`src/rtl/aes_pkg.sv`:
```
// ----------------------------------------------------------------------------
// aes_pkg
// Shared constants and types for the iterative AES datapath: key-size mode
// encodings, round-number bounds and the round-register FSM state type.
// Also used by mixColumns so that both blocks agree on the final round.
// ----------------------------------------------------------------------------
package aes_pkg;

  localparam int unsigned BLOCK_W = 128;
  localparam int unsigned ROUND_W = 5;
  localparam int unsigned MODE_W  = 2;

  // Key-size encodings; 2'h1 is not a distinct size and runs as AES-128.
  localparam logic [MODE_W-1:0] AES128 = 2'h0;
  localparam logic [MODE_W-1:0] AES192 = 2'h2;
  localparam logic [MODE_W-1:0] AES256 = 2'h3;

  // Round numbering starts at the whitening step rather than at zero.
  localparam logic [ROUND_W-1:0] START_ROUND = 5'h02;
  localparam logic [ROUND_W-1:0] LAST_128    = 5'h0C;
  localparam logic [ROUND_W-1:0] LAST_192    = 5'h0E;
  localparam logic [ROUND_W-1:0] LAST_256    = 5'h10;

  typedef enum logic [1:0] {
    ST_IDLE = 2'h0,
    ST_RUN  = 2'h1,
    ST_DONE = 2'h2
  } ark_state_e;

  // Final round value for a given key-size mode.
  function automatic logic [ROUND_W-1:0] last_round(input logic [MODE_W-1:0] m);
    case (m)
      AES192:  return LAST_192;
      AES256:  return LAST_256;
      default: return LAST_128;
    endcase
  endfunction

endpackage : aes_pkg

```
`src/rtl/add_round_key_reg.sv`:
```
// ----------------------------------------------------------------------------
// add_round_key_reg
// Iterative AES round register and round controller. XORs the round-function
// result with the current round key and registers it as the cipher state,
// applies the initial key whitening on load, and hands the ciphertext out
// through a valid/ready handshake once the final round is done.
//
// Ports:
//   clk, rst      clock, asynchronous active-high reset
//   in_valid      plaintext offered
//   in_ready      block can accept plaintext (registered)
//   data_in       plaintext, byte 0 in [127:120]
//   mode          key size, sampled on accept
//   round_key     round key for the current round, from the key schedule
//   key_valid     round_key valid for the current round; low stalls the round
//   rf_in         round-function result (mixColumns output)
//   state_out     registered cipher state, feeds subBytes
//   round         current round number, to mixColumns and the key schedule
//   mode_out      latched key-size mode
//   out_valid     ciphertext valid
//   out_ready     consumer accepts ciphertext
//   data_out      ciphertext, equal to state_out while out_valid
// ----------------------------------------------------------------------------
module add_round_key_reg
  import aes_pkg::*;
(
  input  logic                 clk,
  input  logic                 rst,
  input  logic                 in_valid,
  output logic                 in_ready,
  input  logic [BLOCK_W-1:0]   data_in,
  input  logic [MODE_W-1:0]    mode,
  input  logic [BLOCK_W-1:0]   round_key,
  input  logic                 key_valid,
  input  logic [BLOCK_W-1:0]   rf_in,
  output logic [BLOCK_W-1:0]   state_out,
  output logic [ROUND_W-1:0]   round,
  output logic [MODE_W-1:0]    mode_out,
  output logic                 out_valid,
  input  logic                 out_ready,
  output logic [BLOCK_W-1:0]   data_out
);

  ark_state_e           state_q,     state_d;
  logic [BLOCK_W-1:0]   blk_q,       blk_d;
  logic [ROUND_W-1:0]   round_q,     round_d;
  logic [MODE_W-1:0]    mode_q,      mode_d;
  logic                 out_valid_q, out_valid_d;
  logic                 in_ready_q,  in_ready_d;
  logic [BLOCK_W-1:0]   data_out_q,  data_out_d;

  // Next-state and next-output logic; every register holds unless updated.
  always_comb begin
    state_d     = state_q;
    blk_d       = blk_q;
    round_d     = round_q;
    mode_d      = mode_q;
    out_valid_d = out_valid_q;
    in_ready_d  = in_ready_q;
    data_out_d  = data_out_q;

    case (state_q)
      ST_IDLE: begin
        in_ready_d = 1'b1;
        round_d    = START_ROUND;
        // A block is only taken when its whitening key is already available.
        if (in_valid && in_ready_q && key_valid) begin
          blk_d      = data_in ^ round_key;
          mode_d     = mode;
          round_d    = ROUND_W'(START_ROUND + 5'd1);
          in_ready_d = 1'b0;
          state_d    = ST_RUN;
        end
      end

      ST_RUN: begin
        in_ready_d = 1'b0;
        if (key_valid) begin
          blk_d = rf_in ^ round_key;
          // Final round: round number holds at LAST and the result is published.
          if (round_q == last_round(mode_q)) begin
            out_valid_d = 1'b1;
            data_out_d  = rf_in ^ round_key;
            state_d     = ST_DONE;
          end else begin
            round_d = ROUND_W'(round_q + 5'd1);
          end
        end
      end

      ST_DONE: begin
        in_ready_d = 1'b0;
        if (out_ready) begin
          out_valid_d = 1'b0;
          round_d     = START_ROUND;
          in_ready_d  = 1'b1;
          state_d     = ST_IDLE;
        end
      end

      default: begin
        out_valid_d = 1'b0;
        round_d     = START_ROUND;
        in_ready_d  = 1'b1;
        state_d     = ST_IDLE;
      end
    endcase
  end

  // State and output registers; reset discards any block in flight.
  always_ff @(posedge clk or posedge rst) begin
    if (rst) begin
      state_q     <= ST_IDLE;
      blk_q       <= '0;
      round_q     <= START_ROUND;
      mode_q      <= AES128;
      out_valid_q <= 1'b0;
      in_ready_q  <= 1'b1;
      data_out_q  <= '0;
    end else begin
      state_q     <= state_d;
      blk_q       <= blk_d;
      round_q     <= round_d;
      mode_q      <= mode_d;
      out_valid_q <= out_valid_d;
      in_ready_q  <= in_ready_d;
      data_out_q  <= data_out_d;
    end
  end

  assign state_out = blk_q;
  assign round     = round_q;
  assign mode_out  = mode_q;
  assign out_valid = out_valid_q;
  assign in_ready  = in_ready_q;
  assign data_out  = data_out_q;

endmodule : add_round_key_reg

```
`config.mk`:
```
export PLATFORM = sky130hd
export DESIGN_NAME = add_round_key_reg
export DESIGN_NICKNAME = d
export VERILOG_FILES = /design/src/rtl/aes_pkg.sv /design/src/rtl/add_round_key_reg.sv
export SDC_FILE = /design/constraint.sdc
export NUM_CORES = 1
export LEC_CHECK = 0
export ABC_AREA = 1
export BUFFER_PORTS_ARGS = -buffer_cell sky130_fd_sc_hd__buf_2
export CORE_AREA = 2 2 256 258
export DETAILED_ROUTE_END_ITERATION = 6
export DIE_AREA = 0 0 258 260
export PLACE_DENSITY = 0.44
export SLEW_MARGIN = 0
export SYNTH_ARGS = -nofsm -noshare
export SYNTH_HDL_FRONTEND = slang
export SYNTH_SLANG_ARGS = --single-unit
```
`constraint.sdc`:
```
create_clock -name clk -period 11.02 [get_ports clk]
set_input_delay 1.102 -clock clk [delete_from_list [all_inputs] [get_ports clk]]
set_output_delay 1.102 -clock clk [all_outputs]
set_load 0.02 [all_outputs]
```
* Word-level counts from Yosys, hierarchy flattened *
Index checks and enable logic that the tools add are counted.

word-level totals
  flip-flop bits (word level) = 267
  input port bits = 391
  word-level logic and storage cells = 54

cells by class
  add/subtract/negate cells = 1
  equal/unequal tests = 10
  multiplexer cells = 23
  bitwise operators = 3
  reductions and logical operators = 10

operators by type and width
  cell                 number
  $mux 128             2
  $pmux 128 s2         1
  $xor 128x128->128    2
  $mux 5               5
  $pmux 5 s3           1
  $ne 2x2->1 const B   5
  $pmux 5 s2           1
  $reduce_and 3->1     3
  $mux 2               4
  $reduce_and 4->1     2
  $eq 2x2->1 const B   3
  $mux 1               6
  $pmux 1 s3           2
  $pmux 2 s3           1
  $add 5x1->5 const B  1
  $eq 5x5->1           1
  $eq 2x1->1 const B   1
  $logic_and 1x1->1    2
  $logic_not 2->1      1
  $reduce_and 2->1     1
  $reduce_bool 2->1    1
  $not 1->1            1

* Longest topological paths before layout *
Gate-level depths: netlist (run 1).

  depth in word-level cells = 8
  gate-level depth with buffers = 10
  depth with buffers taken out = 10

* Worst setup path after synthesis (run 1) *
No wires, ideal clock.

  path type = input to register
  start point = input port in_valid
  end point = register blk_q[0] (netlist: state_out[0])
  arrival = 1.826 ns
  data required time = 10.890 ns
  path slack = 9.065 ns
  cell stages on the path = 5
  path buffers = 2
  path through = nand4_2 > o21ai_2 > buf_2 > buf_2 > a31oi_1

between the ends
  longest elaborated chain between the ends = 4

ends and longest elaborated chain
  element                          RTL line                  text
  start, declared                  add_round_key_reg.sv:29   input logic in_valid,
  $logic_and 1x1->1 (2 in series)  add_round_key_reg.sv:67   if (in_valid && in_ready_q && key_valid) begin
  $ne 2x2->1 (no line)             -
  $reduce_and 3->1 (no line)       -
  end signal, assigned             add_round_key_reg.sv:122  blk_q <= blk_d;
  end, declared                    add_round_key_reg.sv:45   logic [BLOCK_W-1:0] blk_q, blk_d;

No other way between the ends.
A chain may end at the register's enable or synchronous reset.

* Worst setup path after layout (run 1) *
  start point = input port key_valid
  end point = register data_out_q[53] (netlist: data_out[53])

between the ends
  longest elaborated chain between the ends = 1

ends and longest elaborated chain
  element                     RTL line                  text
  start, declared             add_round_key_reg.sv:34   input logic key_valid,
  $reduce_and 3->1 (no line)  -
  end signal, assigned        add_round_key_reg.sv:127  data_out_q <= data_out_d;
  end, declared               add_round_key_reg.sv:50   logic [BLOCK_W-1:0] data_out_q, data_out_d;

No other way between the ends.

==> load_flow_metrics.sql, run 1 <==
INSERT INTO impl_metrics (metric_group, metric, value, unit) VALUES
('outcome', 'status', 'completed', ''),
('synthesis', 'synth.avg_cell_area', '9.360', 'um^2'),
('synthesis', 'netlist-cell-type-count', '32', ''),
('sta', 'timing_hold_violations_final', '0', ''),
('clocking', 'cts.hold.buffers_added', '0', ''),
('setup_path', 'worst_ep_required_time', '11.46', 'ns'),
('setup_path', 'crit_chain', 'buf_2, inv_1, nor2_2, nand3_4, buf_4, buf_4, nand2_1, o21ai_2', ''),
('place', 'dp.final_hpwl', '37440', 'um'),
('setup_path', 'critical_path.slowest_cell', 'sky130_fd_sc_hd__buf_4', ''),
('min_path', 'holdPathStages', '2', ''),
('layout', 'mostFrequentLayoutCell', 'sky130_fd_sc_hd__buf_2', ''),
('detailed_routing', 'firstDrtPassIters', '5', ''),
('sta', 'finalCritPeriodShare', '28.87', '%'),
('clocking', 'clkSinkCount', '267', ''),
('detailed_routing', 'route.detailed.vias_per_inst', '4.141', ''),
('detailed_routing', 'via_count', '12370', ''),
('layout', 'finalInstanceArea', '18970', 'um^2'),
('detailed_routing', 'drt-initial-drc-count', '466', ''),
('layout', 'commonest_cells_after_routing_fill_and_taps_aside', 'sky130_fd_sc_hd__buf_2, sky130_fd_sc_hd__nand2_1, sky130_fd_sc_hd__dfrtp_1, sky130_fd_sc_hd__xor2_1, sky130_fd_sc_hd__nor2_1', ''),
('grt', 'grt_pass1_vias', '12290', ''),
('clocking', 'cts-buffers-inserted', '34', ''),
('sta', 'worst_slew_pin_slew', '1.050', 'ns'),
('setup_path', 'r2r-end', 'data_out[53]', ''),
('sta', 'final.setup.tns', '0', 'ns'),
('power', 'power_per_cell_area', '244.8', 'nW/um^2'),
('sta', 'final_period_minus_worst_setup_slack', '3.182', 'ns'),
('synthesis', 'synth.ff_latch_count', '267', ''),
('sta', 'setup_viol', '0', ''),
('sta', 'fmax', '314.3', 'MHz'),
('floorplanning', 'die_height', '260', 'um'),
('setup_path', 'worstSetupStartpointType', 'input port', ''),
('floorplanning', 'start_util', '21.71', '%'),
('synthesis', 'post_synth_instance_area', '13920', 'um^2'),
('synthesis', 'syn-num-nets', '1879', ''),
('detailed_routing', 'avgRoutedWirePerCell', '16.22', 'um'),
('setup_path', 'cpPeakStageDelay', '0.74', 'ns'),
('sta', 'finalMaxSlewViolations', '0', ''),
('min_path', 'worstHoldEndpoint', 'data_out[20]', ''),
('place', 'portBuffers', '655', ''),
('clocking', 'worst_skew_pair.late_latency', '0.53', 'ns'),
('layout', 'final_util', '29.58', '%'),
('place', 'post-place-cells', '2925', ''),
('grt', 'global_route_wire_length_before_repair', '73220', 'um'),
('detailed_routing', 'routed_wl', '48450', 'um'),
('setup_path', 'crit_type', 'input port to flip-flop', ''),
('grt', 'global_route.usage.total', '13.96', '%'),
('place', 'gpl.final_weighted_congestion', '0.8609', ''),
('synthesis', 'syn_inst', '1487', ''),
('floorplanning', 'core-area', '64120', 'um^2'),
('layout', 'synthToLayoutAreaGrowth', '36.27', '%'),
('floorplanning', 'std_cell_rows', '93', ''),
('power', 'p_total', '4.642', 'mW'),
('sta', 'holdWs', '0.4736', 'ns'),
('layout', 'finish.cell_count_without_fillers', '2986', ''),
('floorplanning', 'horizontal_die_dimension', '258', 'um'),
('setup_path', 'worstSetupEndpointType', 'flip-flop', ''),
('grt', 'initial_antenna_violation_count', '3', ''),
('sta', 'fin_ws', '7.838', 'ns'),
('synthesis', 'sequential_cell_area_fraction_in_the_yosys_report', '48.02', '%'),
('min_path', 'worst_hold_startpoint', 'data_out[20]', ''),
('setup_path', 'crit_arrival', '3.62', 'ns'),
('grt', 'maximum_number_of_pins_on_one_net_before_global_route_repair', '97', ''),
('detailed_routing', 'drt_drc_violations_left', '0', ''),
('job', 'timing.max_cap.violations', '0', ''),
('synthesis', 'yosys_warnings', '0', ''),
('sta', 'relSlewSlack', '30.00', '%'),
('detailed_routing', 'route.antenna.remaining_nets', '0', ''),
('power', 'worst_case_vdd_ir_drop', '0.09105', 'mV'),
('layout', 'post_route_cells_drive_above_1_share', '41.08', '%'),
('floorplanning', 'die_area', '67080', 'um^2'),
('setup_path', 'timing.critical_path.fanout_max', '75', '');
power breakdown:
| group | total (mW) | switching, mW | internal (mW) |
|---|---|---|---|
| Sequential | 1.58 | 0.220 | 1.36 |
| Clock | 1.17 | 0.437 | 0.731 |
| Combinational | 1.89 | 1.25 | 0.645 |
| Total | 4.64 | 1.91 | 2.74 |
state kept, by name, indices dropped and copies added (netlist names):
| register | flops |
|---|---|
| state_out | 128 |
| in_ready | 1 |
| state_q | 2 |
| mode_out | 2 |
| out_valid | 1 |
| data_out | 128 |
| round | 5 |
area by class of cell:
type	count	area, um^2
clock buffer	48	1047
tap	855	1070
timing repair buffer	668	3376
sequential	267	6684
inverter	62	240.2
fill	6920	45150
antenna	1	2.502
multi-input combinational	1073	6410
clock inverter	12	137.6
layer usage:
layer | vias up | global-route usage [%] | wire [um]
met5 | - | 0 | 26
li1 | 6051 | - | -
met1 | 5851 | 16.48 | 19410
met3 | 57 | 3.616 | 3299
met2 | 402 | 24.98 | 24640
met4 | 4 | 3.789 | 1071
worst max-delay path, delay by kind of cell:
kind | cells | cell delay, ns
buffers and inverters | 4 | 1.72
AOI/OAI and AO/OA | 1 | 0.09
and+or+nand+nor | 3 | 0.55
logic make-up (layout without fill, tap and decap cells):
group | count (synthesis) | in the layout | synth area share (%)
compound gates | 307 | 307 | 14.10
xor+xnor | 259 | 259 | 16.30
fa+ha+maj | 1 | 1 | 0.08988
buf+inv | 147 | 790 | 6.077
flops | 267 | 267 | 48.02
mux | 1 | 1 | 0.08090
other cells | 0 | 1 | 0
simple gates | 505 | 505 | 15.34
worst max path at each step:
stage | from | end | slack, ns | cells past startpoint
2_1_floorplan | rst | data_out[0] | 2.57 | 1
3_3_place_gp | key_valid | data_out[50] | 7.36 | 8
3_5_place_dp | key_valid | data_out[46] | 7.31 | 8
4_1_cts | state_q[0] | data_out[46] | 7.83 | 7
5_1_grt | state_q[0] | data_out[38] | 7.56 | 7
6_report | key_valid | data_out[53] | 7.84 | 8
synthesized netlist by cell type:
cell type                  number  share of area, %
sky130_fd_sc_hd__a31oi_1       86               3.9
sky130_fd_sc_hd__ha_1           1             0.090
sky130_fd_sc_hd__or2_2         67               3.0
sky130_fd_sc_hd__nor2_4         1             0.081
sky130_fd_sc_hd__nor2_1       118               3.2
sky130_fd_sc_hd__o21ai_4        1              0.12
sky130_fd_sc_hd__o21ai_2       70               4.4
sky130_fd_sc_hd__o22ai_1        1             0.045
sky130_fd_sc_hd__o211ai_1      17              0.92
sky130_fd_sc_hd__nand3_1        9              0.32
sky130_fd_sc_hd__nand2_1      296               8.0
sky130_fd_sc_hd__buf_6         26               2.1
sky130_fd_sc_hd__nand4_1        1             0.045
sky130_fd_sc_hd__clkbuf_1      12              0.32
sky130_fd_sc_hd__o21ai_1       58               2.1
sky130_fd_sc_hd__nand2_2        1             0.045
sky130_fd_sc_hd__xnor2_1      116               7.3
sky130_fd_sc_hd__or2_0          6              0.27
sky130_fd_sc_hd__mux2_2         1             0.081
sky130_fd_sc_hd__or2_1          2             0.090
sky130_fd_sc_hd__dfrtp_1      265                48
sky130_fd_sc_hd__inv_2          2             0.054
sky130_fd_sc_hd__nand3_4        1              0.13
sky130_fd_sc_hd__nand4_2        1             0.090
sky130_fd_sc_hd__nor2_2         2             0.090
sky130_fd_sc_hd__xor2_1       143               9.0
sky130_fd_sc_hd__dfstp_2        2              0.38
sky130_fd_sc_hd__a21oi_1       27              0.97
sky130_fd_sc_hd__inv_1         60               1.6
sky130_fd_sc_hd__buf_4         16              0.86
sky130_fd_sc_hd__o21ai_0       47               1.7
sky130_fd_sc_hd__buf_2         31               1.1
Note: power is estimated with default switching activity, not from simulation.
==> run 2: changes to the inputs <==
Settings changed: CORE_AREA 2 2 256 258 to 2 2 253 255, DIE_AREA 0 0 258 260 to 0 0 255 257, PLACE_DENSITY 0.44 to 0.47.
Clock period 11.02 ns to 2.7 ns, I/O delays scaled along.
==> run 2 against run 1 <==
Critical path depth shrank 1; clock-buffer cell count shrank 2; via count grew 3.7%; register-to-register slack lost 7.2 ns; critical path type is now flip-flop to flip-flop; global-route usage grew 0.25 points; combinational power grew to 4.2 times the previous value; largest power group unchanged.
==> load_flow_metrics.sql, run 2 (same netlist as run 1, synthesis figures left out) <==
INSERT INTO impl_metrics (metric_group, metric, value, unit) VALUES
('setup_path', 'r2r-start', 'state_q[0]', ''),
('floorplanning', 'std_cell_rows', '92', ''),
('floorplanning', 'die_height', '257', 'um'),
('sta', 'final.setup.tns', '0', 'ns'),
('clocking', 'clockBufferDepth', '3', ''),
('floorplanning', 'start_util', '22.19', '%'),
('power', 'clock_power_share', '21.7', '%'),
('setup_path', 'r2r-end', 'state_out[59]', ''),
('grt', 'global_route_wire_length_before_repair', '73350', 'um'),
('clocking', 'root_buffer', 'sky130_fd_sc_hd__clkbuf_16', ''),
('place', 'dp.final_hpwl', '37870', 'um'),
('floorplanning', 'num_io_pins', '656', ''),
('grt', 'grt_pass1_vias', '13110', ''),
('clocking', 'path_clk_slew', '0.06', 'ns'),
('sta', 'rsz0062_at_grt', 'no', ''),
('layout', 'mostFrequentLayoutCell', 'sky130_fd_sc_hd__buf_2', ''),
('power', 'power_per_cell_area', '910.7', 'nW/um^2'),
('job', 'timing.max_cap.violations', '0', ''),
('grt', 'global_route.overflow_total', '0', ''),
('floorplanning', 'die_area', '65540', 'um^2'),
('place', 'placed_area', '18090', 'um^2'),
('clocking', 'cts_setup_buffers', '0', ''),
('detailed_routing', 'route.detailed.vias_per_inst', '4.125', ''),
('power', 'switching_power', '7.715', 'mW'),
('sta', 'worst_slew_pin_slew', '0.7596', 'ns'),
('power', 'p_total', '18.42', 'mW'),
('clocking', 'clkSinkCount', '267', ''),
('floorplanning', 'core-area', '62740', 'um^2'),
('sta', 'setup_viol', '0', ''),
('setup_path', 'rrSetupSlack', '0.66', 'ns'),
('grt', 'initial_antenna_violation_count', '3', ''),
('min_path', 'hp-class', 'input port to flip-flop', ''),
('place', 'gpl.final_weighted_congestion', '0.8986', ''),
('grt', 'maximum_number_of_pins_on_one_net_before_global_route_repair', '115', ''),
('clocking', 'htree_levels', '1', ''),
('min_path', 'holdPathStages', '3', ''),
('layout', 'final_util', '32.24', '%'),
('power', 'power.share.sequential', '35.2', '%'),
('setup_path', 'worstSetupStartpointType', 'flip-flop', ''),
('sta', 'timing_hold_violations_final', '0', ''),
('min_path', 'worst_hold_startpoint', 'rf_in[111]', ''),
('setup_path', 'worstSetupEndpointType', 'flip-flop', ''),
('sta', 'finalCritPeriodShare', '75.50', '%'),
('sta', 'skew', '0.02266', 'ns'),
('detailed_routing', 'route.antenna.remaining_nets', '0', ''),
('sta', 'final_period_minus_worst_setup_slack', '2.038', 'ns'),
('clocking', 'cts_tree', 'done', ''),
('place', 'portBuffers', '655', ''),
('power', 'p_int', '10.71', 'mW'),
('detailed_routing', 'drt_drc_violations_left', '0', ''),
('layout', 'post_route_cells_drive_above_1_share', '39.11', '%'),
('clocking', 'worst_skew_pair.late_latency', '0.58', 'ns'),
('power', 'cell_leakage_power', '9.845', 'nW'),
('sta', 'finalMaxSlewViolations', '0', ''),
('setup_path', 'crit_arrival', '2.51', 'ns'),
('detailed_routing', 'drt-initial-drc-count', '581', ''),
('clocking', 'post_cts.resized_instances', '0', ''),
('setup_path', 'crit_type', 'flip-flop to flip-flop', ''),
('layout', 'finish.cell_count_without_fillers', '3110', ''),
('power', 'power_frac_comb', '43.1', '%'),
('sta', 'relSlewSlack', '49.36', '%'),
('layout', 'fillCellCount', '6683', ''),
('floorplanning', 'horizontal_die_dimension', '255', 'um'),
('clocking', 'cts-buffers-inserted', '31', ''),
('detailed_routing', 'firstDrtPassIters', '4', ''),
('detailed_routing', 'avgRoutedWirePerCell', '15.68', 'um'),
('setup_path', 'timing.critical_path.fanout_max', '39', ''),
('layout', 'design.final.nets', '2633', ''),
('detailed_routing', 'via_count', '12830', ''),
('power', 'worst_case_vdd_ir_drop', '0.4393', 'mV'),
('setup_path', 'worst_ep_required_time', '3.18', 'ns'),
('grt', 'global_route.usage.total', '14.21', '%'),
('clocking', 'cts.hold.buffers_added', '118', ''),
('power', 'power.switching_fraction', '41.88', '%'),
('sta', 'fmax', '490.6', 'MHz'),
('layout', 'synthToLayoutAreaGrowth', '45.33', '%'),
('setup_path', 'reg2regPathDepth', '7', ''),
('layout', 'commonest_cells_after_routing_fill_and_taps_aside', 'sky130_fd_sc_hd__buf_2, sky130_fd_sc_hd__nand2_1, sky130_fd_sc_hd__dfrtp_1, sky130_fd_sc_hd__xor2_1', ''),
('layout', 'finalInstanceArea', '20230', 'um^2'),
('outcome', 'status', 'completed', ''),
('place', 'post-place-cells', '2936', ''),
('min_path', 'worstHoldEndpoint', 'data_out[111]', ''),
('detailed_routing', 'routed_wl', '48750', 'um');
-- run 2: cell count changes in the layout (fill, tap and decap cells not counted), sizes merged --
cell / previous run / this run
buf: 668 / 688
bufinv: 3 / 0
clkbuf: 48 / 46
clkinv: 8 / 7
clkinvlp: 1 / 2
dlygate4sd3: 0 / 118
-- run 2: worst max-delay path by stage --
stage | startpoint | to | slack, ns | depth (start not counted)
6_report | state_q[0] | state_out[59] | 0.66 | 7
5_1_grt | state_q[0] | state_out[62] | 0.49 | 7
4_1_cts | state_q[0] | state_out[58] | 0.65 | 7
3_5_place_dp | state_q[0] | state_out[68] | 0.67 | 7
3_3_place_gp | state_q[0] | state_out[55] | 0.73 | 7
2_1_floorplan | rst | data_out[0] | -1.09 | 1
-- run 2: worst max-delay path: stages (launching register included) --
cell and delay (ns):
sky130_fd_sc_hd__dfrtp_1 0.48, sky130_fd_sc_hd__nor2_2 0.20, sky130_fd_sc_hd__nand4_2 0.22, sky130_fd_sc_hd__o21ai_4 0.29
sky130_fd_sc_hd__buf_12 0.28, sky130_fd_sc_hd__buf_12 0.22, sky130_fd_sc_hd__nor2_1 0.06, sky130_fd_sc_hd__a31oi_1 0.14
-- run 2: power by group through the flow --
stage	registers (mW)	logic, mW	clock network (mW)
final	6.49	7.94	4.00
after global routing	6.69	8.63	4.30
after CTS	6.50	8.06	4.16
after detailed placement	6.54	7.91	0
after global placement	6.50	7.85	0
after floorplan	8.34	2.92	0
-- run 2: area by class of cell --
cell class	count	area (um^2)	share of cell area, %
Tap cell	846	1059	5.233
Antenna cell	1	2.502	0.01237
Clock buffer	46	902.1	4.460
Multi-Input combinational cell	1073	6410	31.69
Sequential cell	267	6684	33.04
Inverter	62	236.5	1.169
Clock inverter	9	51.30	0.2536
Timing Repair Buffer	806	4882	24.14
-- run 2: stage by stage --
step	worst slack, ns	hold WS (ns)
after global placement	0.7317	0.2828
final	0.6616	0.02707
after detailed placement	0.6714	0.2724
after global routing	0.4895	0.01178
after floorplan	-1.094	0.3962
after CTS	0.6511	0.00004102
-- run 2: routing by layer --
metal  vias to the layer above  track usage (%)  share of wire, %
met5                         -                0             0.027
met4                         2            4.207               3.0
met3                        67            3.146               6.9
met2                       444            25.69                50
met1                      5989            16.61                40
li1                       6326                -                 -
==> run 3: changes to the inputs <==
Settings changed: CORE_AREA 2 2 253 255 to 2 2 256 258, DIE_AREA 0 0 255 257 to 0 0 258 260, PLACE_DENSITY 0.47 to 0.44.
Clock period 2.7 ns to 2.08 ns, I/O delays scaled along.
==> run 3 against run 2 <==
Clock-buffer cell count grew 7; setup slack lost 0.45 ns; critical path depth is the same.
==> load_flow_metrics.sql, run 3 (same netlist as run 1, synthesis figures left out) <==
INSERT INTO impl_metrics (metric_group, metric, value, unit) VALUES
('layout', 'mostFrequentLayoutCell', 'sky130_fd_sc_hd__buf_2', ''),
('detailed_routing', 'firstDrtPassIters', '7', ''),
('floorplanning', 'die_area', '67080', 'um^2'),
('grt', 'global_route.overflow_total', '0', ''),
('setup_path', 'worstSetupEndpointType', 'flip-flop', ''),
('clocking', 'htree_levels', '2', ''),
('min_path', 'worst_hold_startpoint', 'round_key[77]', ''),
('setup_path', 'crit_type', 'flip-flop to flip-flop', ''),
('grt', 'globalRouteMet2Util', '26.90', '%'),
('floorplanning', 'std_cell_rows', '93', ''),
('grt', 'global_route_wire_length_before_repair', '79110', 'um'),
('grt', 'maximum_number_of_pins_on_one_net_before_global_route_repair', '123', ''),
('sta', 'fmax', '536.3', 'MHz'),
('job', 'timing.max_cap.violations', '0', ''),
('detailed_routing', 'routed_wl', '52140', 'um'),
('floorplanning', 'die_height', '260', 'um'),
('sta', 'rsz0062_at_grt', 'no', ''),
('detailed_routing', 'route.detailed.vias_per_inst', '4.115', ''),
('grt', 'globalRouteMet3Util', '4.045', '%'),
('setup_path', 'worst_ep_required_time', '2.51', 'ns'),
('sta', 'holdWs', '0.03469', 'ns'),
('setup_path', 'crit_arrival', '2.29', 'ns'),
('setup_path', 'timing.critical_path.fanout_max', '37', ''),
('clocking', 'path_clk_slew', '0.05', 'ns'),
('min_path', 'holdPathStages', '4', ''),
('setup_path', 'r2r-end', 'state_out[53]', ''),
('sta', 'worst_slew_pin_slew', '0.6853', 'ns'),
('layout', 'design.final.nets', '2750', ''),
('sta', 'timing_hold_violations_final', '0', ''),
('detailed_routing', 'route.antenna.remaining_nets', '0', ''),
('sta', 'finalMaxSlewViolations', '0', ''),
('clocking', 'post_cts.resized_instances', '0', ''),
('grt', 'initial_antenna_violation_count', '1', ''),
('layout', 'fillCellCount', '6719', ''),
('grt', 'grt.met1_usage', '17.01', '%'),
('clocking', 'cts-buffers-inserted', '34', ''),
('floorplanning', 'core-area', '64120', 'um^2'),
('sta', 'relSlewSlack', '54.31', '%'),
('detailed_routing', 'drt_drc_violations_left', '0', ''),
('detailed_routing', 'via_count', '13300', ''),
('layout', 'post_route_cells_drive_above_1_share', '37.50', '%'),
('power', 'power_per_cell_area', '1152', 'nW/um^2'),
('sta', 'setup_viol', '0', ''),
('setup_path', 'worstSetupStartpointType', 'flip-flop', ''),
('place', 'gpl.final_weighted_congestion', '0.8661', ''),
('layout', 'finish.cell_count_without_fillers', '3232', ''),
('place', 'portBuffers', '655', ''),
('setup_path', 'rrSetupSlack', '0.22', 'ns'),
('layout', 'synthToLayoutAreaGrowth', '54.14', '%'),
('power', 'worst_case_vdd_ir_drop', '0.4916', 'mV'),
('floorplanning', 'start_util', '21.71', '%'),
('min_path', 'worstHoldEndpoint', 'state_out[77]', ''),
('outcome', 'status', 'completed', ''),
('layout', 'final_util', '33.46', '%'),
('clocking', 'root_buffer', 'sky130_fd_sc_hd__clkbuf_16', ''),
('clocking', 'clockBufferDepth', '3', ''),
('place', 'dp.final_hpwl', '40020', 'um'),
('place', 'post-place-cells', '2955', ''),
('min_path', 'hp-class', 'input port to flip-flop', ''),
('grt', 'global_route.usage.total', '15.06', '%'),
('layout', 'multi_input_comb_area', '6410', 'um^2'),
('clocking', 'cts_tree', 'done', ''),
('layout', 'sequential_cell_area', '6684', 'um^2'),
('power', 'cell_leakage_power', '10.37', 'nW'),
('floorplanning', 'num_io_pins', '656', ''),
('floorplanning', 'horizontal_die_dimension', '258', 'um'),
('sta', 'skew', '0.01232', 'ns'),
('grt', 'grt_pass1_vias', '14000', ''),
('setup_path', 'reg2regPathDepth', '7', ''),
('layout', 'commonest_cells_after_routing_fill_and_taps_aside', 'sky130_fd_sc_hd__buf_2, sky130_fd_sc_hd__nand2_1, sky130_fd_sc_hd__dfrtp_1, sky130_fd_sc_hd__dlygate4sd3_1, sky130_fd_sc_hd__xor2_1', ''),
('grt', 'most_used_routing_layer_in_global_routing', 'met2', ''),
('clocking', 'worst_skew_pair.late_latency', '0.52', 'ns'),
('detailed_routing', 'drt-initial-drc-count', '487', ''),
('sta', 'final_period_minus_worst_setup_slack', '1.865', 'ns'),
('sta', 'finalCritPeriodShare', '89.64', '%'),
('setup_path', 'r2r-start', 'state_q[0]', ''),
('detailed_routing', 'avgRoutedWirePerCell', '16.13', 'um'),
('clocking', 'clkSinkCount', '267', '');
==> run 3: cell count changes in the layout (fill, tap and decap cells not counted), moves of 2 or more <==
cell                            change
sky130_fd_sc_hd__clkbuf_16          +6
sky130_fd_sc_hd__clkbuf_8           -2
sky130_fd_sc_hd__clkinv_2           -6
sky130_fd_sc_hd__buf_4              +9
sky130_fd_sc_hd__clkbuf_1           +3
sky130_fd_sc_hd__dlygate4sd3_1    +104
==> run 3: layer usage <==
layer  vias to the layer above  share of wire (%)
li1                       6544                  -
met3                        99                7.0
met1                      6210                 39
met2                       446                 50
met4                         0                3.6
met5                         -                  0
==> run 3: worst max-delay path by stage <==
stage | to | slack (ns) | from | cells after the start
4_1_cts | state_out[53] | 0.21 | state_q[0] | 7
6_report | state_out[53] | 0.22 | state_q[0] | 7
5_1_grt | state_out[41] | 0.0005 | state_q[0] | 7
2_1_floorplan | data_out[0] | -1.65 | rst | 1
3_3_place_gp | state_out[53] | 0.31 | state_q[0] | 7
3_5_place_dp | state_out[54] | 0.22 | state_q[0] | 7
==> run 3: where the power goes <==
part / switching (mW) / total, mW / leakage (nW) / internal [mW]
registers: 1.16 / 8.37 / 3.28 / 7.21
logic: 6.79 / 10.7 / 6.58 / 3.95
clock network: 2.20 / 5.59 / 0.509 / 3.39
==> run 3: repair_timing <==
action	4_1_cts	5_1_grt
hold buffers	222	0
endpoints found under the hold margin	172	0
buffers inserted	0	0
==> run 3: cell type report <==
class                      count  area share (%)
tap                          855           4.986
antenna                        1         0.01166
clock inverter                 1         0.02333
clock buffer                  53           4.829
inverter                      62           1.102
sequential                   267           31.15
timing repair buffer         920           28.02
multi-input combinational   1073           29.88
==> run 3: critical path, stage by stage (launching register included) <==
cell and delay [ns]:
sky130_fd_sc_hd__dfrtp_1 0.47, sky130_fd_sc_hd__nor2_2 0.20, sky130_fd_sc_hd__nand4_2 0.22, sky130_fd_sc_hd__o21ai_4 0.17, sky130_fd_sc_hd__buf_12 0.23, sky130_fd_sc_hd__buf_12 0.22
sky130_fd_sc_hd__nor2_1 0.05, sky130_fd_sc_hd__a31oi_1 0.15
==> run 3: metrics by stage <==
stage / setup TNS (ns) / area (um^2) / setup WS (ns) / total power [mW]
final: 0 / 21450 / 0.2155 / 24.71
after global routing: 0 / 21450 / 0.0005198 / 26.37
after CTS: 0 / 21450 / 0.2111 / 25.17
after detailed placement: 0 / 18190 / 0.2159 / 18.94
after global placement: 0 / 18190 / 0.3105 / 18.81
after floorplan: -439.18 / 13920 / -1.652 / 14.61
